[src/rtl/noc_port_buf.sv]
// ---------------------------------------------------------------------------
// noc_port_buf
// Ingress buffer for one NOC port. Inbound {ctl,data} words are stored in a
// DEPTH-deep FIFO, except idle words (ctl=1, data=0), which are never stored.
// A registered output stage presents the FIFO head downstream.
//
// When a frame overflows the FIFO, the block drops the rest of that frame
// and counts the truncation. Words of the frame that were already stored are
// kept and forwarded.
//
// Handshake: noc_from_dev_{ctl,data} is always a valid word, which may be
// idle. A word is consumed on a rising edge where from_ready=1. On that edge
// the output register loads the FIFO head, or the idle word if the FIFO is
// empty. When from_ready=0, the output register holds its value.
//
// Ports
//   clk, reset          : clock; synchronous active-high reset
//   noc_to_dev_ctl/data : inbound word (ctl=1 command/idle, ctl=0 payload)
//   noc_from_dev_ctl/data: registered outbound word
//   from_ready          : downstream consumes the output word this cycle
//   fill                : FIFO occupancy (output register not counted)
//   drop_cnt            : truncated-frame count, saturating at 0xFFFF
//   ovf                 : sticky overflow flag, cleared only by reset
//   wr_state            : write FSM state (0 = PASS, 1 = DROP), for debug
// ---------------------------------------------------------------------------
module noc_port_buf #(
   parameter int DW    = 8,
   parameter int DEPTH = 16
) (
   input  logic                     clk,
   input  logic                     reset,
   input  logic                     noc_to_dev_ctl,
   input  logic [DW-1:0]            noc_to_dev_data,
   output logic                     noc_from_dev_ctl,
   output logic [DW-1:0]            noc_from_dev_data,
   input  logic                     from_ready,
   output logic [$clog2(DEPTH):0]   fill,
   output logic [15:0]              drop_cnt,
   output logic                     ovf,
   output logic                     wr_state
);

   localparam int AW = $clog2(DEPTH);
   localparam logic [AW:0] FULL_LVL = (AW+1)'(DEPTH);

   typedef enum logic {PASS = 1'b0, DROP = 1'b1} state_t;

   state_t          state_q, state_d;
   logic [DW:0]     mem [DEPTH];
   logic [AW-1:0]   wr_ptr, rd_ptr;
   logic [AW:0]     fill_q;

   logic in_idle, in_hdr, pop, room, attempt, wr_en, drop_evt;

   always_comb begin
      in_idle  = noc_to_dev_ctl && (noc_to_dev_data == '0);
      in_hdr   = noc_to_dev_ctl && (noc_to_dev_data != '0);
      pop      = from_ready && (fill_q != '0);
      // A pop in the same cycle frees a slot, so a full FIFO can still accept.
      room     = (fill_q != FULL_LVL) || pop;
      // In DROP, only a header gets a write attempt. Payload and idle words
      // are ignored.
      attempt  = !in_idle && ((state_q == PASS) || in_hdr);
      wr_en    = attempt && room;
      drop_evt = attempt && !room;
   end

   // Write FSM: next-state logic
   always_comb begin
      state_d = state_q;
      if (drop_evt)
         state_d = DROP;
      else if (wr_en)
         state_d = PASS;
   end

   always_ff @(posedge clk) begin
      if (reset)
         state_q <= PASS;
      else
         state_q <= state_d;
   end

   // Storage array, with no reset. A flush only needs the pointers and fill
   // to be cleared.
   always_ff @(posedge clk) begin
      if (!reset && wr_en)
         mem[wr_ptr] <= {noc_to_dev_ctl, noc_to_dev_data};
   end

   always_ff @(posedge clk) begin
      if (reset) begin
         wr_ptr <= '0;
         rd_ptr <= '0;
         fill_q <= '0;
      end else begin
         // DEPTH is a power of two, so the pointers wrap naturally.
         if (wr_en)
            wr_ptr <= wr_ptr + 1'b1;
         if (pop)
            rd_ptr <= rd_ptr + 1'b1;
         case ({wr_en, pop})
            2'b10:   fill_q <= fill_q + 1'b1;
            2'b01:   fill_q <= fill_q - 1'b1;
            default: fill_q <= fill_q;
         endcase
      end
   end

   // Output stage
   always_ff @(posedge clk) begin
      if (reset) begin
         noc_from_dev_ctl  <= 1'b1;
         noc_from_dev_data <= '0;
      end else if (from_ready) begin
         if (pop) begin
            noc_from_dev_ctl  <= mem[rd_ptr][DW];
            noc_from_dev_data <= mem[rd_ptr][DW-1:0];
         end else begin
            noc_from_dev_ctl  <= 1'b1;
            noc_from_dev_data <= '0;
         end
      end
   end

   always_ff @(posedge clk) begin
      if (reset) begin
         drop_cnt <= '0;
         ovf      <= 1'b0;
      end else if (drop_evt) begin
         ovf <= 1'b1;
         if (drop_cnt != 16'hFFFF)
            drop_cnt <= drop_cnt + 16'd1;
      end
   end

   assign fill     = fill_q;
   assign wr_state = state_q;

endmodule

[config.mk]
export PLATFORM = sky130hd
export DESIGN_NAME = noc_port_buf
export DESIGN_NICKNAME = d
export VERILOG_FILES = /design/src/rtl/noc_port_buf.sv
export SDC_FILE = /design/constraint.sdc
export NUM_CORES = 1
export LEC_CHECK = 0
export CAP_MARGIN = 20
export CORE_MARGIN = 2
export CORE_UTILIZATION = 35
export CTS_BUF_LIST = sky130_fd_sc_hd__clkbuf_8 sky130_fd_sc_hd__clkbuf_16
export DETAILED_ROUTE_END_ITERATION = 6
export GPL_TIMING_DRIVEN = 0
export SKIP_LAST_GASP = 1
export SYNTH_ARGS = -nofsm -noshare
export SYNTH_HDL_FRONTEND = slang
export SYNTH_SLANG_ARGS = --single-unit
export TNS_END_PERCENT = 5
[constraint.sdc]
create_clock -name clk -period 5.8 [get_ports clk]
set_input_delay 1.16 -clock clk [delete_from_list [all_inputs] [get_ports clk]]
set_output_delay 1.16 -clock clk [all_outputs]
set_load 0.03 [all_outputs]
==> Word-level counts from Yosys, hierarchy flattened <==
Memories as Yosys holds them, arrays and structs flattened. A register that Yosys moved wholly into a read port is not among the register bits.
Cells that the tools add are included.
{ "word_totals": {"reg_bits": 40, "out_inout_bits": 32, "memories": 1, "input_bits": 12, "mem_bits_rw": 144, "elab_cells": 46} }
{ "mem_list": {"columns": ["memory", "depth", "width", "rd", "rd_clocked_by_memory_dff", "wr", "line_no", "text"], "rows": [
  ["mem", 16, 9, 1, 1, 1, "49", "logic [DW:0] mem [DEPTH];"]
]} }
{ "classes": {"add_sub_neg": 5, "n_bitwise": 1, "n_eq_ne": 4, "reduce_logical": 18, "mux": 9} }
{ "op_table": {"columns": ["operator", "count"], "rows": [
  ["$add 16x1->16 const B", 1],
  ["$ne 16x16->1 const B", 1],
  ["$pmux 5 s2", 1],
  ["$add 4x1->4 const B", 2],
  ["$logic_not 8->1", 1],
  ["$mux 4", 2],
  ["$mux 8", 1],
  ["$reduce_bool 8->1", 1],
  ["$logic_and 1x1->1", 7],
  ["$add 5x1->5 const B", 1],
  ["$mux 1", 5],
  ["$ne 5x5->1 const B", 1],
  ["$reduce_bool 5->1", 1],
  ["$sub 5x1->5 const B", 1],
  ["$reduce_bool 2->1", 2],
  ["$logic_not 1->1", 3],
  ["$eq 2x1->1 const B", 1],
  ["$eq 2x2->1 const B", 1],
  ["$logic_or 1x1->1", 2],
  ["$reduce_and 2->1", 1],
  ["$not 1->1", 1]
]} }

==> Logic depth before layout (Yosys ltp) <==
Gate-level depths: netlist of run 1.
{ "depth": {"ltp_word": 8, "ltp_mapped": 9, "ltp_nobuf": 9} }

==> Least setup slack after synthesis of run 1 <==
OpenSTA, ideal clock, no wires.
{ "synth_path": {"path_type": "input to register", "start": "in noc_to_dev_data[4]", "end": "reg fill_q[4] (netlist: fill[4])", "setup_ns": 0.123, "arrival_ns": 3.425, "stages": 9, "path_buffers": 0, "setup_slack_ns": 2.251, "required_time_ns": 5.677, "cell_sequence": "nor4b_1 -> a31oi_2 -> nand2b_1 -> inv_1 -> ha_1 -> a21o_1 -> a21oi_1 -> mux2i_1 -> mux2_1"} }
{ "synth_via": {"elab_chain_cells": 7, "word_cells_on_any_way": 12, "cone_classes": "2 x eq/ne; 1 x mux; 9 x reduce/logical"} }
{ "synth_lines": {"columns": ["element", "line_no", "text"], "rows": [
  ["start: declaration", "33", "input logic [DW-1:0] noc_to_dev_data,"],
  ["$logic_not 8->1 / $reduce_bool 8->1 (equally long branches)", "56, 57", null],
  ["$logic_and 1x1->1, on equally long branches", "56, 57", null],
  ["$logic_not 1->1 / $logic_or 1x1->1 (equally long branches)", "63", "attempt = !in_idle && ((state_q == PASS) || in_hdr);"],
  ["$logic_and 1x1->1 *", "63", null],
  ["$logic_and 1x1->1 *", "64", "wr_en = attempt && room;"],
  ["$eq 2x1->1 / $eq 2x2->1 (equally long branches)", "102", "case ({wr_en, pop})"],
  ["$pmux 5 s2 / $reduce_bool 2->1 (equally long branches)", null, null],
  ["end signal: assignment", "103", "2'b10: fill_q <= fill_q + 1'b1;"],
  ["end signal: assignment", "104", "2'b01: fill_q <= fill_q - 1'b1;"],
  ["end signal: assignment", "105", "default: fill_q <= fill_q;"],
  ["end: declaration", "51", "logic [AW:0] fill_q;"]
]} }
Mark *: on every way between the ends. The rest lies on a longest branch, timed or not.
A chain may end at the register's enable or synchronous reset.

==> Worst setup path in the final report of run 1 <==
{ "layout_path": {"start": "in noc_to_dev_data[1]", "end": "reg fill_q[4] (netlist: fill[4])"} }
The elaborated chain is that of the path after synthesis.

==> run summary, run 1 <==
status - complete, no violations
Post-Syn Area per Cell - 16.4 sq um
Reg2Reg Launch Point - fill[0]
LEAKAGE - 2.81 nW
maximum VDD drop - 0.000213 V
Achievable Freq - 0.228 GHz
register area share after synthesis - 68.9%
postcts setup bufs - 0
DRC Markers - 0
core footprint - 21,100 sq um
slowest stage delay, CP - 0.87 ns
Initial Util - 35.8%
cell area after synthesis - 7560 sq um
critical path data arrival time - 4.69 ns
# hold bufs at CTS - 0
P_sw - 0.891 mW
remaining global-route overflow - 0
Final Total Pwr - 3.29 mW
Critical Path End Type - flip-flop
Cell Pwr Density - 368 nW/um^2
final hold violation count - 0
share of the synthesized area in the top cell type - 57.2%
area leader, netlist - edfxtp_1
H-tree Lvls - 4
dpl hpwl - 10.4 mm
FP Rows - 53
# setup viols final - 0
initial DRC count - 244
CTS tree - built
minimum clock period - 4.38 ns
worst hold margin - 0.483 ns
clk sinks - 188
worst skew pair latency - 0.43 ns
Worst Reg-to-Reg Cells - 9
layout cells sized above 1 - 16.8%
largest net degree at the start of global routing - 20
Port Buf Inserts - 42
antenna cells - 0
P_int - 2.40 mW
area growth from synthesis to layout - 18.2%
worst-path fanout max - 17
hold path cells - 1
setup tns final - 0 ns
number of max-cap violations - 0
post-synthesis cell count - 461
clock buffer depth - 2
worst flop-to-flop path endpoint - fill[4]
setup repair after global routing missed its margin - false
NumNets Final - 544
Worst-Margin Slew - 1.08 ns
vias in the first global route - 4,394
DRT Pass-1 Iters - 4
sw frac - 27.1%
count of pins over their slew limit - 0
Buffers & Inverters on Critical Path - 2
library cells used by synthesis - 49
Clk pwr share - 35.2%
# IOs - 44
Max transition margin - 27.6%
via total after detailed routing - 4,211
Synth warnings - 0
total CTS buffers - 17
Worst Skew - 0.0133 ns
Cell Chain, Critical Path - clkdlybuf4s50_1 -> nor3_1 -> a31oi_2 -> nand2b_1 -> inv_1 -> fa_1 -> a21o_1 -> a21oi_1 -> mux2i_1 -> mux2_1
Hold Path Class - flip-flop to flip-flop
Final Cycle Share - 75.5%
leading post-synthesis cells by cell area - edfxtp_1 (57%), dfxtp_1 (12%), mux4_2 (11%)
CP Data Required Time - 6.11 ns
CP Class - primary input to flip-flop
vias per inst - 5.20
gpl congestion - 0.841
CP Launch Type - primary input
first-pass GRT wire length - 24.6 mm
initial antenna violation count - 0
synthesis-stage register bit count - 188
asr flop ratio synth - 0%
Avg WL per Cell - 19.4 um
Total Wirelength - 15.7 mm
setup slack, reg-to-reg - 2.68 ns
Reg clk slew, reported paths - 0.07 ns
Die Width - 151 um
PostCTS Resize Cnt - 0
CTS root buf - clkbuf_16
slowest CP cell - clkdlybuf4s50_1
hold worst-path end - noc_from_dev_data[2]
Largest delay share family, worst path - buffers and inverters
Routed Antenna Nets - 0
number of flops mapped to enable cells by yosys - 144
Hold Crit Start - noc_from_dev_data[2]
gr usage total - 14.8%
Net Count, Synth - 483
Die H - 151 um
Logic pwr share - 18.1%
Top FF cell, synth - edfxtp_1
Reg power frac - 46.7%
die area - 22,800 sq um
==> per-stage QoR <==
step / cell area, sq um / util [%] / setup WS [ns] / std cells
global placement: 8320 / 39.5 / 0.820 / 778
floorplan: 7560 / - / 2.25 / 461
CTS: 8940 / 42.4 / 1.43 / 810
finish: 8940 / 42.4 / 1.42 / 810
detailed placement: 8340 / 39.6 / 0.992 / 778
global route: 8940 / 42.4 / 1.21 / 810
==> registers in the layout (all words and copies together) (netlist names), named ones only <==
name,cells
fill,5
drop_cnt,16
rd_ptr,4
wr_state,1
wr_ptr,4
mem,144
ovf,1
noc_from_dev_ctl,1
noc_from_dev_data,8
==> cell type report <==
cell class | count | area, sq um
fillers | 1852 | 12100
flip-flops and latches | 188 | 5200
multi-input cells | 244 | 2250
clock buffers | 17 | 425
repair buffers | 42 | 420
well taps | 275 | 344
clock inverters | 15 | 169
plain buffers | 21 | 93.8
inverters | 8 | 30.0
==> cells in the final DEF (no fill, tap or decap), types with 8 or more instances in the layout <==
master           instances
nand3_1                 10
ha_1                     9
clkbuf_16               17
inv_1                    8
edfxtp_1               144
mux4_2                  37
clkdlybuf4s50_1         42
nor2_1                  32
dfxtp_1                 44
nor2b_1                 12
a21oi_1                 27
nand2_1                  9
clkbuf_1                12
a22o_1                   8
mux2i_1                 10
a211oi_1                 9
==> per-layer routing <==
layer | track usage [%] | wire [um] | up-vias | share of wire, %
li1 | - | - | 1947 | -
met1 | 18.3 | 6890 | 2143 | 44
met2 | 24.8 | 7730 | 103 | 49
met3 | 4.31 | 838 | 18 | 5.3
met4 | 5.47 | 229 | 0 | 1.5
met5 | 0 | 0 | - | 0
==> worst register-to-register path, delay by kind of cell (launching register included) <==
kind            cells  cell delay [ns]
fa+ha+maj           1             0.44
buf+inv             1             0.18
flops               1             0.38
simple gates        2             0.82
mux                 2             0.55
compound gates      3             0.62
==> kinds of logic (layout without fill, tap and decap cells) <==
| kind of cell | count (synthesis) | after routing | share of synthesized area, % |
|---|---|---|---|
| AOI/OAI and AO/OA | 64 | 64 | 5.66 |
| xor gates and xnor gates | 11 | 11 | 1.27 |
| adders and majority gates | 10 | 10 | 1.75 |
| and+or+nand+nor | 109 | 109 | 8.03 |
| muxes | 50 | 50 | 12.8 |
| buffers and inverters | 29 | 103 | 1.64 |
| DFF | 188 | 188 | 68.9 |
==> cell usage after synthesis, types with 7 or more instances <==
library cell	count
clkbuf_1	12
o21ai_0	7
nor2b_1	12
dfxtp_1	44
edfxtp_1	144
xor2_1	7
nor2_1	32
or3_1	7
nor3_1	9
nand2_1	9
a211oi_1	9
inv_1	8
nand3_1	10
a22o_1	8
mux4_2	37
a21oi_1	27
ha_1	9
mux2i_1	10
==> power by group through the flow <==
stage | combinational (mW) | clock, mW | sequential, mW
after global routing | 0.647 | 1.23 | 1.54
after CTS | 0.609 | 1.18 | 1.54
after floorplan | 0.384 | 0 | 1.61
after detailed placement | 0.607 | 0 | 1.57
final | 0.596 | 1.16 | 1.54
after global placement | 0.596 | 0 | 1.56
==> how the worst max path moves through the flow <==
stage | cells after the start | slack (ns) | start | end
floorplan | 9 | 2.25 | noc_to_dev_data[4] | fill[4]
global placement | 7 | 0.82 | noc_to_dev_data[1] | mem[2][4]
detailed placement | 10 | 0.99 | noc_to_dev_data[1] | fill[4]
CTS | 10 | 1.43 | noc_to_dev_data[1] | fill[4]
global route | 10 | 1.21 | noc_to_dev_data[1] | fill[4]
finish | 10 | 1.42 | noc_to_dev_data[1] | fill[4]
(Power assumes the default switching activity.)
==> run 2: changes to the inputs <==
==> constraint.sdc (replaced) <==
create_clock -name clk -period 4.54 [get_ports clk]
set_input_delay 0.908 -clock clk [delete_from_list [all_inputs] [get_ports clk]]
set_output_delay 0.908 -clock clk [all_outputs]
set_load 0.03 [all_outputs]
==> results of run 2 <==
The final DEF is identical to that of run 1. Status: complete, no violations.
Among the figures that moved: setup slack after placement 0.992 ns -> -0.0155 ns; setup slack after layout 1.42 ns -> 0.411 ns; register-to-register setup slack 2.68 ns -> 1.42 ns; total power 3.29 mW -> 4.20 mW; worst IR drop on VDD 0.000213 V -> 0.000272 V
